<file path="src/rtl/data_bus_arbiter_pkg.sv">
// Shared definitions for the two-requester data bus arbiter.
//   - default address/data widths
//   - FSM state encodings (legacy 2-bit values kept for compatibility)
//   - reset value of the last-granted pointer
package data_bus_arbiter_pkg;

  localparam int unsigned DEF_ADDR_W = 32;
  localparam int unsigned DEF_DATA_W = 32;

  localparam logic [1:0] ST_IDLE = 2'b00;
  localparam logic [1:0] ST_ACC  = 2'b01;
  localparam logic [1:0] ST_RESP = 2'b10;

  // Pointer reset to requester 1 so requester 0 wins the first tie.
  localparam logic LAST_RST = 1'b1;

endpackage

</file>
<file path="src/rtl/data_bus_arbiter_if.sv">
// Requester-side bus of the data bus arbiter (one instance per requester).
//   master modport : the requester (drives req/we/addr/sel/wdata,
//                    receives gnt/ack/rdata)
//   slave modport  : the arbiter
interface data_bus_arbiter_if
  import data_bus_arbiter_pkg::*;
#(
  parameter int unsigned ADDR_W = DEF_ADDR_W,
  parameter int unsigned DATA_W = DEF_DATA_W
);

  logic              req;
  logic              we;
  logic [ADDR_W-1:0] addr;
  logic [3:0]        sel;
  logic [DATA_W-1:0] wdata;
  logic              gnt;
  logic              ack;
  logic [DATA_W-1:0] rdata;

  modport master (
    output req, we, addr, sel, wdata,
    input  gnt, ack, rdata
  );

  modport slave (
    input  req, we, addr, sel, wdata,
    output gnt, ack, rdata
  );

endinterface

</file>
<file path="src/rtl/data_bus_arbiter_rr_pick2.sv">
// Two-way round-robin picker.
//   req[1:0] : pending requests
//   last     : index of the requester granted most recently
//   gnt[1:0] : one-hot winner (all zero when nothing is requested)
// A lone requester always wins; on a tie the one not granted last wins.
module rr_pick2 (
  input  logic [1:0] req,
  input  logic       last,
  output logic [1:0] gnt
);

  always_comb begin
    gnt    = '0;
    gnt[0] = req[0] & (~req[1] | last);
    gnt[1] = req[1] & (~req[0] | ~last);
  end

endmodule

</file>
<file path="src/rtl/data_bus_arbiter.sv">
// Data bus arbiter: two requesters share one single-cycle data RAM.
// Ports:
//   clk        : rising-edge clock
//   rst        : synchronous active-low reset
//   m0, m1     : requester buses (slave side)
//   ram_ce     : RAM access strobe, high only in ACC
//   ram_we     : RAM write strobe, high only in ACC for writes
//   ram_addr   : latched address of the access
//   ram_sel    : latched byte selects
//   ram_data_o : latched write data
//   ram_data_i : combinational read data from the RAM
// Each access takes IDLE -> ACC -> RESP; the winner's request fields are
// latched in IDLE, so later changes on the bus do not disturb the access.
module data_bus_arbiter
  import data_bus_arbiter_pkg::*;
#(
  parameter int unsigned ADDR_W = DEF_ADDR_W,
  parameter int unsigned DATA_W = DEF_DATA_W
) (
  input  logic               clk,
  input  logic               rst,
  data_bus_arbiter_if.slave  m0,
  data_bus_arbiter_if.slave  m1,
  output logic               ram_ce,
  output logic               ram_we,
  output logic [ADDR_W-1:0]  ram_addr,
  output logic [3:0]         ram_sel,
  output logic [DATA_W-1:0]  ram_data_o,
  input  logic [DATA_W-1:0]  ram_data_i
);

  logic [1:0]        state_q, state_d;
  logic              last_q, last_d;
  logic [1:0]        gnt_q, gnt_d;
  logic [1:0]        ack_q, ack_d;
  logic              we_q, we_d;
  logic [ADDR_W-1:0] addr_q, addr_d;
  logic [3:0]        sel_q, sel_d;
  logic [DATA_W-1:0] wdata_q, wdata_d;
  logic [DATA_W-1:0] rdata0_q, rdata0_d;
  logic [DATA_W-1:0] rdata1_q, rdata1_d;

  logic [1:0] req;
  logic [1:0] pick;

  assign req = {m1.req, m0.req};

  rr_pick2 u_pick (
    .req  (req),
    .last (last_q),
    .gnt  (pick)
  );

  always_comb begin
    state_d  = state_q;
    last_d   = last_q;
    gnt_d    = gnt_q;
    ack_d    = '0;
    we_d     = we_q;
    addr_d   = addr_q;
    sel_d    = sel_q;
    wdata_d  = wdata_q;
    rdata0_d = rdata0_q;
    rdata1_d = rdata1_q;
    case (state_q)
      ST_IDLE: begin
        if (|req) begin
          gnt_d   = pick;
          last_d  = pick[1];
          state_d = ST_ACC;
          if (pick[1]) begin
            we_d    = m1.we;
            addr_d  = m1.addr;
            sel_d   = m1.sel;
            wdata_d = m1.wdata;
          end else begin
            we_d    = m0.we;
            addr_d  = m0.addr;
            sel_d   = m0.sel;
            wdata_d = m0.wdata;
          end
        end
      end
      ST_ACC: begin
        state_d = ST_RESP;
        // ack is registered here so it appears exactly in RESP.
        ack_d   = gnt_q;
        if (!we_q) begin
          if (gnt_q[0]) rdata0_d = ram_data_i;
          if (gnt_q[1]) rdata1_d = ram_data_i;
        end
      end
      ST_RESP: begin
        state_d = ST_IDLE;
        gnt_d   = '0;
      end
      default: begin
        state_d = ST_IDLE;
        gnt_d   = '0;
      end
    endcase
  end

  always_ff @(posedge clk) begin
    if (!rst) begin
      state_q  <= ST_IDLE;
      last_q   <= LAST_RST;
      gnt_q    <= '0;
      ack_q    <= '0;
      we_q     <= 1'b0;
      addr_q   <= '0;
      sel_q    <= '0;
      wdata_q  <= '0;
      rdata0_q <= '0;
      rdata1_q <= '0;
    end else begin
      state_q  <= state_d;
      last_q   <= last_d;
      gnt_q    <= gnt_d;
      ack_q    <= ack_d;
      we_q     <= we_d;
      addr_q   <= addr_d;
      sel_q    <= sel_d;
      wdata_q  <= wdata_d;
      rdata0_q <= rdata0_d;
      rdata1_q <= rdata1_d;
    end
  end

  assign ram_ce     = (state_q == ST_ACC);
  assign ram_we     = (state_q == ST_ACC) & we_q;
  assign ram_addr   = addr_q;
  assign ram_sel    = sel_q;
  assign ram_data_o = wdata_q;

  assign m0.gnt   = gnt_q[0];
  assign m1.gnt   = gnt_q[1];
  assign m0.ack   = ack_q[0];
  assign m1.ack   = ack_q[1];
  assign m0.rdata = rdata0_q;
  assign m1.rdata = rdata1_q;

endmodule

</file>
<file path="src/flat_wrapper.sv">
// flat-port wrapper written by rule: the top's interface ports become plain ports
module data_bus_arbiter_flat import data_bus_arbiter_pkg::*;
#(
  parameter int unsigned ADDR_W = DEF_ADDR_W,
  parameter int unsigned DATA_W = DEF_DATA_W
)
  (clk, rst, ram_ce, ram_we, ram_addr, ram_sel, ram_data_o, ram_data_i, m0_req, m0_we, m0_addr, m0_sel, m0_wdata, m0_gnt, m0_ack, m0_rdata, m1_req, m1_we, m1_addr, m1_sel, m1_wdata, m1_gnt, m1_ack, m1_rdata);
  data_bus_arbiter_if #(.ADDR_W(ADDR_W), .DATA_W(DATA_W)) m0_i ();
  data_bus_arbiter_if #(.ADDR_W(ADDR_W), .DATA_W(DATA_W)) m1_i ();
  input  logic clk;
  input  logic rst;
  output logic ram_ce;
  output logic ram_we;
  output logic [ADDR_W-1:0] ram_addr;
  output logic [3:0] ram_sel;
  output logic [DATA_W-1:0] ram_data_o;
  input  logic [DATA_W-1:0] ram_data_i;
  input wire logic [$bits(m0_i.req)-1:0] m0_req;
  input wire logic [$bits(m0_i.we)-1:0] m0_we;
  input wire logic [$bits(m0_i.addr)-1:0] m0_addr;
  input wire logic [$bits(m0_i.sel)-1:0] m0_sel;
  input wire logic [$bits(m0_i.wdata)-1:0] m0_wdata;
  output wire logic [$bits(m0_i.gnt)-1:0] m0_gnt;
  output wire logic [$bits(m0_i.ack)-1:0] m0_ack;
  output wire logic [$bits(m0_i.rdata)-1:0] m0_rdata;
  input wire logic [$bits(m1_i.req)-1:0] m1_req;
  input wire logic [$bits(m1_i.we)-1:0] m1_we;
  input wire logic [$bits(m1_i.addr)-1:0] m1_addr;
  input wire logic [$bits(m1_i.sel)-1:0] m1_sel;
  input wire logic [$bits(m1_i.wdata)-1:0] m1_wdata;
  output wire logic [$bits(m1_i.gnt)-1:0] m1_gnt;
  output wire logic [$bits(m1_i.ack)-1:0] m1_ack;
  output wire logic [$bits(m1_i.rdata)-1:0] m1_rdata;
  assign m0_i.req = m0_req;
  assign m0_i.we = m0_we;
  assign m0_i.addr = m0_addr;
  assign m0_i.sel = m0_sel;
  assign m0_i.wdata = m0_wdata;
  assign m0_gnt = m0_i.gnt;
  assign m0_ack = m0_i.ack;
  assign m0_rdata = m0_i.rdata;
  assign m1_i.req = m1_req;
  assign m1_i.we = m1_we;
  assign m1_i.addr = m1_addr;
  assign m1_i.sel = m1_sel;
  assign m1_i.wdata = m1_wdata;
  assign m1_gnt = m1_i.gnt;
  assign m1_ack = m1_i.ack;
  assign m1_rdata = m1_i.rdata;
  data_bus_arbiter #(.ADDR_W(ADDR_W), .DATA_W(DATA_W)) u_core (.clk(clk), .rst(rst), .m0(m0_i), .m1(m1_i), .ram_ce(ram_ce), .ram_we(ram_we), .ram_addr(ram_addr), .ram_sel(ram_sel), .ram_data_o(ram_data_o), .ram_data_i(ram_data_i));
endmodule
</file>
<file path="config.mk">
export PLATFORM = sky130hd
export DESIGN_NAME = data_bus_arbiter_flat
export DESIGN_NICKNAME = d
export VERILOG_FILES = /design/src/rtl/data_bus_arbiter_pkg.sv /design/src/rtl/data_bus_arbiter_if.sv /design/src/rtl/data_bus_arbiter_rr_pick2.sv /design/src/rtl/data_bus_arbiter.sv /design/src/flat_wrapper.sv
export SDC_FILE = /design/constraint.sdc
export NUM_CORES = 1
export LEC_CHECK = 0
export BUFFER_PORTS_ARGS = -buffer_cell sky130_fd_sc_hd__clkbuf_2
export CORE_AREA = 2 2 122 124
export CTS_CLUSTER_DIAMETER = 100
export CTS_CLUSTER_SIZE = 25
export DETAILED_ROUTE_END_ITERATION = 7
export DIE_AREA = 0 0 124 126
export HOLD_SLACK_MARGIN = 0.05
export PLACE_DENSITY_LB_ADDON = 0.1
export SLEW_MARGIN = 20
export SYNTH_ARGS = -nofsm -noshare
export SYNTH_HDL_FRONTEND = slang
export SYNTH_SLANG_ARGS = --single-unit
</file>
<file path="constraint.sdc">
create_clock -name clk -period 2.9 [get_ports clk]
set_clock_uncertainty 0.15 [all_clocks]
set_input_delay 0.58 -clock clk [delete_from_list [all_inputs] [get_ports clk]]
set_output_delay 0.58 -clock clk [all_outputs]
set_load 0.02 [all_outputs]
</file>
==> results of run 1 <==
worst max-delay path by stage:
stage | from | endpoint | cells after the start
5_1_grt | u_core.state_q[0]$_SDFFE_PN0P_ | ram_we | 4
2_1_floorplan | m1_req | u_core.ram_data_o[20]$_SDFFE_PN0P_ | 7
3_3_place_gp | m0_req | u_core.ram_data_o[10]$_SDFFE_PN0P_ | 5
3_5_place_dp | m0_req | u_core.ram_addr[8]$_SDFFE_PN0P_ | 5
4_1_cts | u_core.state_q[0]$_SDFFE_PN0P_ | ram_we | 4
6_report | u_core.state_q[0]$_SDFFE_PN0P_ | ram_we | 4
registers in the layout (all words and copies together), names as in the netlist:
signal	flops
u_core.ram_addr	32
u_core.ram_data_o	32
u_core.we_q	1
u_core.ram_sel	4
u_core.gnt_q	2
u_core.state_q	2
u_core.last_q	1
u_core.ack_q	2
u_core.m1.rdata	32
u_core.m0.rdata	32
cell usage after synthesis (all sizes together), types with 2 or more instances:
cell	number	area [um2]
a311oi	69	666.9
nor3	2	10.01
clkbuf	51	191.4
nor2	2	10.01
inv	2	7.500
nand2	266	998.5
buf	18	117.6
dfxtp	140	2803
and3	2	12.51
a21oi	135	675.7
nor4bb	2	20.02
and2	4	27.53
nand4bb	2	22.52
routing by layer:
layer	wire, um	global-route usage	share of wire
met4	439	0.08790	0.024
met5	0	0	0
met3	1570	0.07292	0.086
met2	8748	0.3736	0.48
met1	7547	0.2804	0.41
cells in the final DEF (no fill, tap or decap), types with 2 or more instances in the layout:
cell | Yosys | routed
a311oi_1 | 59 | 59
and2_1 | 3 | 3
clkinvlp_4 | 0 | 3
and3_1 | 2 | 2
nand4bb_1 | 2 | 2
clkinv_2 | 0 | 4
nor4bb_4 | 0 | 2
bufinv_16 | 0 | 3
nor3_1 | 2 | 2
clkbuf_8 | 0 | 3
buf_4 | 1 | 9
dfxtp_1 | 140 | 140
clkbuf_2 | 0 | 311
nand2_1 | 266 | 266
a21oi_1 | 135 | 135
clkbuf_16 | 0 | 17
buf_12 | 0 | 5
a311oi_2 | 10 | 10
critical path, cell delays in order, from the launching register on:
cell,delay [ns]
dfxtp_1,0.48
inv_1,0.15
nor2_1,0.16
and2_1,0.15
clkbuf_2,0.18
power groups by stage:
stage | Sequential, mW | Combinational (mW) | Clock, mW
floorplan | 2.33 | 0.402 | 0
global placement | 2.19 | 0.924 | 0
detailed placement | 2.18 | 0.929 | 0
CTS | 2.14 | 0.931 | 2.26
global route | 2.16 | 1.00 | 2.36
finish | 2.14 | 0.921 | 2.22
cell type report:
class / instances / area (um2)
clock inverter: 11 / 141.4
tap: 184 / 230.2
clock buffer: 21 / 470.5
fill: 1452 / 6394
timing repair buffer: 325 / 1724
inverter: 2 / 10.01
multi-input combinational: 491 / 2541
sequential: 140 / 2803
cell families after synthesis:
kind of cell           Yosys count  synth area share
flip-flops                     140            0.4989
AND/OR/NAND/NOR                282            0.1982
AO/OA/AOI/OAI                  209            0.2465
buffers and inverters           71           0.05635
per-stage QoR:
stage	instance area, um2	instances	setup slack, ns	total power, mW
2_1_floorplan	5618	702	1.038	2.732
3_3_place_gp	7308	1142	0.7342	3.110
3_5_place_dp	7308	1142	0.7037	3.113
4_1_cts	7920	1174	0.6104	5.339
5_1_grt	7920	1174	0.5223	5.521
6_report	7920	1174	0.6295	5.288
==> flow_summary.json, run 1 <==
{
  "grt_pass1_vias": 5544,
  "worstSetupEndpointType": "output pin",
  "async_flop_share": 0,
  "clkPwrFrac": 0.420,
  "start_util": 0.3925,
  "synth.distinct_cells": 26,
  "reg2reg_slack_ns": 0.95,
  "wl_mm": 18.31,
  "period_share": 0.7829,
  "syn_area_um2": 5618,
  "worstHoldStart": "rst",
  "power_leakage_nw": 3.575,
  "num_vias": 5947,
  "setup_viol": 0,
  "slew_headroom": 0.4790,
  "hold_buffers": 0,
  "period_needed_ns": 2.270,
  "synth-main-ff-cell": "dfxtp_1",
  "arrival_ns": 1.54,
  "pwr-share-seq": 0.406,
  "hpwl_mm": 12.45,
  "clk_latency_ns": 0.41,
  "synthCells": 702,
  "path_clk_slew_ns": 0.06,
  "grt_max_degree": 73,
  "avgSynthCellArea_um2": 8.003,
  "drtPass1Iterations": 4,
  "die-area_um2": 15620,
  "reg2reg_to": "u_core.ram_addr[27]$_SDFFE_PN0P_",
  "drv_cap": 0,
  "syn_nets": 876,
  "hold_path_end": "u_core.last_q$_SDFFE_PN1P_",
  "gp_congestion": 0.7751,
  "synth-warning-count": 0,
  "grt_pass1_wl_mm": 28.22,
  "antenna_found_initial": 0,
  "p_per_area_nw_per_um2": 667.6,
  "final-hold-violation-count": 0,
  "post-route-util": 0.5533,
  "die_h_um": 126,
  "p_int_mw": 3.825,
  "p_sw_frac": 0.2766,
  "rr_startpoint": "u_core.state_q[1]$_SDFFE_PN0P_",
  "vias_per_cell": 5.066,
  "cts_resized": 0,
  "grt_setup_unrepaired": "no",
  "layout.nets": 1151,
  "hold_class": "in -> reg",
  "cts_made_buffers": 17,
  "drt-wirelength-per-cell_um": 15.59,
  "cts_tree": "done",
  "cp_max_fo": 7,
  "drt_iter0_drc": 326,
  "io_pins": 312,
  "syn_to_final_growth_pct": 40.98,
  "maxSlewViolCount": 0,
  "antenna_cells": 0,
  "cts_root_buf": "clkbuf_16",
  "ys_ff_latch": 140,
  "crit_type": "reg -> out",
  "ff2ff_path_depth": 4,
  "setup_tns_ns": 0,
  "min_path_cells": 2,
  "ir_drop_uv": 378.6,
  "synth_edf_count": 0,
  "drc_errors": 0,
  "htree_levels": 4,
  "ys_seq_area_frac": 0.4989,
  "core_um2": 14310,
  "start_kind": "register",
  "die_w_um": 124,
  "overflow": 0,
  "p_sw_mw": 1.462,
  "cts_buffer_depth": 2,
  "postRouteAntennaNets": 0,
  "drive_gt1_frac": 0.3778,
  "status": "finished clean",
  "timing.hold.ws_ns": 0.2415,
  "post-cts-setup-buffer-count": 0,
  "fp-row-count": 44,
  "cts.sinks": 140,
  "power_frac_comb": 0.174,
  "cp_data_required_time_ns": 2.17,
  "track_usage": 0.2292,
  "tightest_slew_ns": 0.7814,
  "fmax_ghz": 0.4404,
  "portBuffers": 311
}
Power figures use the tool's default switching activity.
==> run 2: changes to the inputs <==
--- a/config.mk
+++ b/config.mk
@@ -5,12 +5,13 @@
 export SDC_FILE = /design/constraint.sdc
 export NUM_CORES = 1
 export LEC_CHECK = 0
+export ABC_AREA = 1
 export BUFFER_PORTS_ARGS = -buffer_cell sky130_fd_sc_hd__clkbuf_2
-export CORE_AREA = 2 2 122 124
+export CORE_MARGIN = 1
+export CORE_UTILIZATION = 47
 export CTS_CLUSTER_DIAMETER = 100
 export CTS_CLUSTER_SIZE = 25
 export DETAILED_ROUTE_END_ITERATION = 7
-export DIE_AREA = 0 0 124 126
 export HOLD_SLACK_MARGIN = 0.05
 export PLACE_DENSITY_LB_ADDON = 0.1
 export SLEW_MARGIN = 20
==> constraint.sdc (replaced) <==
create_clock -name clk -period 2.3 [get_ports clk]
set_clock_uncertainty 0.15 [all_clocks]
set_input_delay 0.46 -clock clk [delete_from_list [all_inputs] [get_ports clk]]
set_output_delay 0.46 -clock clk [all_outputs]
set_load 0.02 [all_outputs]
==> flow_summary.json, run 2 <==
{
  "cp_max_fo": 6,
  "antenna_found_initial": 0,
  "p_int_mw": 4.678,
  "power_frac_comb": 0.217,
  "synth.distinct_cells": 19,
  "cp_data_required_time_ns": 1.69,
  "power_leakage_nw": 4.928,
  "crit_type": "reg -> out",
  "track_usage": 0.2460,
  "p_total_mw": 6.691,
  "grt_setup_unrepaired": "no",
  "final-hold-violation-count": 0,
  "clkPwrFrac": 0.380,
  "ys_seq_area_frac": 0.4115,
  "fmax_ghz": 0.5365,
  "period_share": 0.8105,
  "ir_drop_uv": 524.4,
  "synth_compound_area_frac": 0.07680,
  "tightest_slew_ns": 0.4063,
  "post_dp_cell_area_um2": 8492,
  "cts_tree": "done",
  "drtPass1Iterations": 5,
  "synth-xor-area-share": 0,
  "grt_pass1_wl_mm": 29.03,
  "cts_made_buffers": 17,
  "setup_tns_ns": 0,
  "final_area_um2": 9045,
  "synthMuxAreaShare": 0,
  "maxSlewViolCount": 0,
  "dp_worst_setup_slack_ns": 0.5501,
  "post-cts-setup-buffer-count": 0,
  "clk_latency_ns": 0.41,
  "synth-main-ff-cell": "dfxtp_1",
  "synth_edf_count": 0,
  "synth_top_area_share": 0.4115,
  "die_h_um": 122.4,
  "yosysMostFrequentCell": "nand2_1",
  "htree_levels": 4,
  "final_cell_mix": "347 x nand2_1, 309 x clkbuf_2, 273 x nor2_1",
  "syn_to_final_growth_pct": 32.81,
  "synthSimpleGateAreaFrac": 0.4024,
  "status": "finished clean",
  "portBuffers": 311,
  "wl_mm": 18.53,
  "num_vias": 7133,
  "core_um2": 13990,
  "synth_top_family_by_area": "simple AND/OR/NAND/NOR gates",
  "p_sw_frac": 0.3008,
  "timing.hold.ws_ns": 0.1971,
  "layout.nets": 1533,
  "pwr-share-seq": 0.404,
  "die_w_um": 122.4,
  "dp.cells": 1520,
  "async_flop_share": 0,
  "die-area_um2": 14980,
  "gp_congestion": 0.8020,
  "period_needed_ns": 1.864,
  "post-route-util": 0.6466,
  "hpwl_mm": 13.15,
  "path_clk_slew_ns": 0.06,
  "start_kind": "register",
  "avgSynthCellArea_um2": 6.265,
  "synth.top_cells.by_count": "349 x nand2_1, 273 x nor2_1, 140 x dfxtp_1",
  "cts_resized": 0,
  "cts_buffer_depth": 2,
  "drv_cap": 0,
  "start_util": 0.4869,
  "cts_root_buf": "clkbuf_16",
  "synth.area.top_cells": "dfxtp_1 41%, nand2_1 19%, nor2_1 15%",
  "p_sw_mw": 2.013,
  "syn_area_um2": 6810,
  "timing.final.ws_setup_ns": 0.4359,
  "synthAdderAreaFrac": 0,
  "synthCells": 1087,
  "overflow": 0,
  "hold_buffers": 0,
  "postRouteAntennaNets": 0,
  "final_cells": 1551,
  "drt_iter0_drc": 386,
  "grt_pass1_vias": 6197,
  "cts.sinks": 140,
  "ys_ff_latch": 140,
  "p_per_area_nw_per_um2": 739.7,
  "io_pins": 312,
  "synth.largest_area_cell": "dfxtp_1",
  "slew_headroom": 0.7291,
  "grt_max_degree": 105,
  "syn_nets": 1261,
  "worstSetupEndpointType": "output pin",
  "setup_viol": 0,
  "fp-row-count": 43,
  "layout_commonest_cell": "nand2_1",
  "drive_gt1_frac": 0.2633,
  "antenna_cells": 0,
  "vias_per_cell": 4.599,
  "hold_class": "in -> reg",
  "arrival_ns": 1.25,
  "synth-warning-count": 0,
  "drt-wirelength-per-cell_um": 11.95,
  "drc_errors": 0
}
-- run 2: cell count changes in the layout (fill, tap and decap cells not counted), sizes merged, moves of 3 or more --
cell | previous run | this run
a21boi | 1 | 69
a21oi | 135 | 1
a311oi | 69 | 0
and2 | 4 | 0
clkbuf | 332 | 329
clkinv | 5 | 8
inv | 2 | 107
nand2 | 266 | 350
nand3 | 0 | 70
nor2 | 2 | 276
-- run 2: critical path, cell delays in order, from the launching register on --
cell and delay (ns):
dfxtp_1 0.32, inv_2 0.08, nand2_2 0.12, nor2_1 0.13
clkbuf_2 0.19
-- run 2: layout make-up --
class                   instances  area [um2]
flip-flops and latches        140        2803
repair buffers                324        1784
clock inverters                11       96.34
multi-input cells             769        3278
clock buffers                  20       456.7
well taps                     180       225.2
inverters                     107       401.6
fillers                      1382        4943
-- run 2: logic make-up after synthesis --
logic type	count (synthesis)
and+or+nand+nor	699
buffers and inverters	178
DFF	140
AOI/OAI and AO/OA	70
-- run 2: path summary, 6_finish.rpt --
path / from / end / slack [ns] / depth (start not counted)
worst max-delay path: u_core.state_q[1]$_SDFFE_PN0P_ / ram_we / 0.44 / 4
worst min-delay path: ram_data_i[26] / u_core.m1.rdata[26]$_SDFFE_PN0P_ / 0.20 / 5
worst max register to register: u_core.last_q$_SDFFE_PN1P_ / u_core.ram_addr[15]$_SDFFE_PN0P_ / 0.80 / 6
worst min register to register: u_core.gnt_q[1]$_SDFFE_PN0P_ / u_core.ack_q[1]$_SDFF_PN0_ / 0.32 / 2
-- run 2: layer usage --
layer	share of wire	global-route usage	vias to the layer above
met5	0	0	-
met4	0.023	0.09909	0
li1	-	-	3804
met2	0.48	0.4143	238
met3	0.085	0.08411	34
met1	0.41	0.2844	3057
-- run 2: power groups by stage --
stage / Sequential [mW] / Combinational [mW] / Clock (mW)
final: 2.70 / 1.45 / 2.54
after global routing: 2.72 / 1.63 / 2.69
after CTS: 2.70 / 1.46 / 2.58
after detailed placement: 2.75 / 1.45 / 0
after global placement: 2.74 / 1.44 / 0
after floorplan: 2.95 / 0.742 / 0
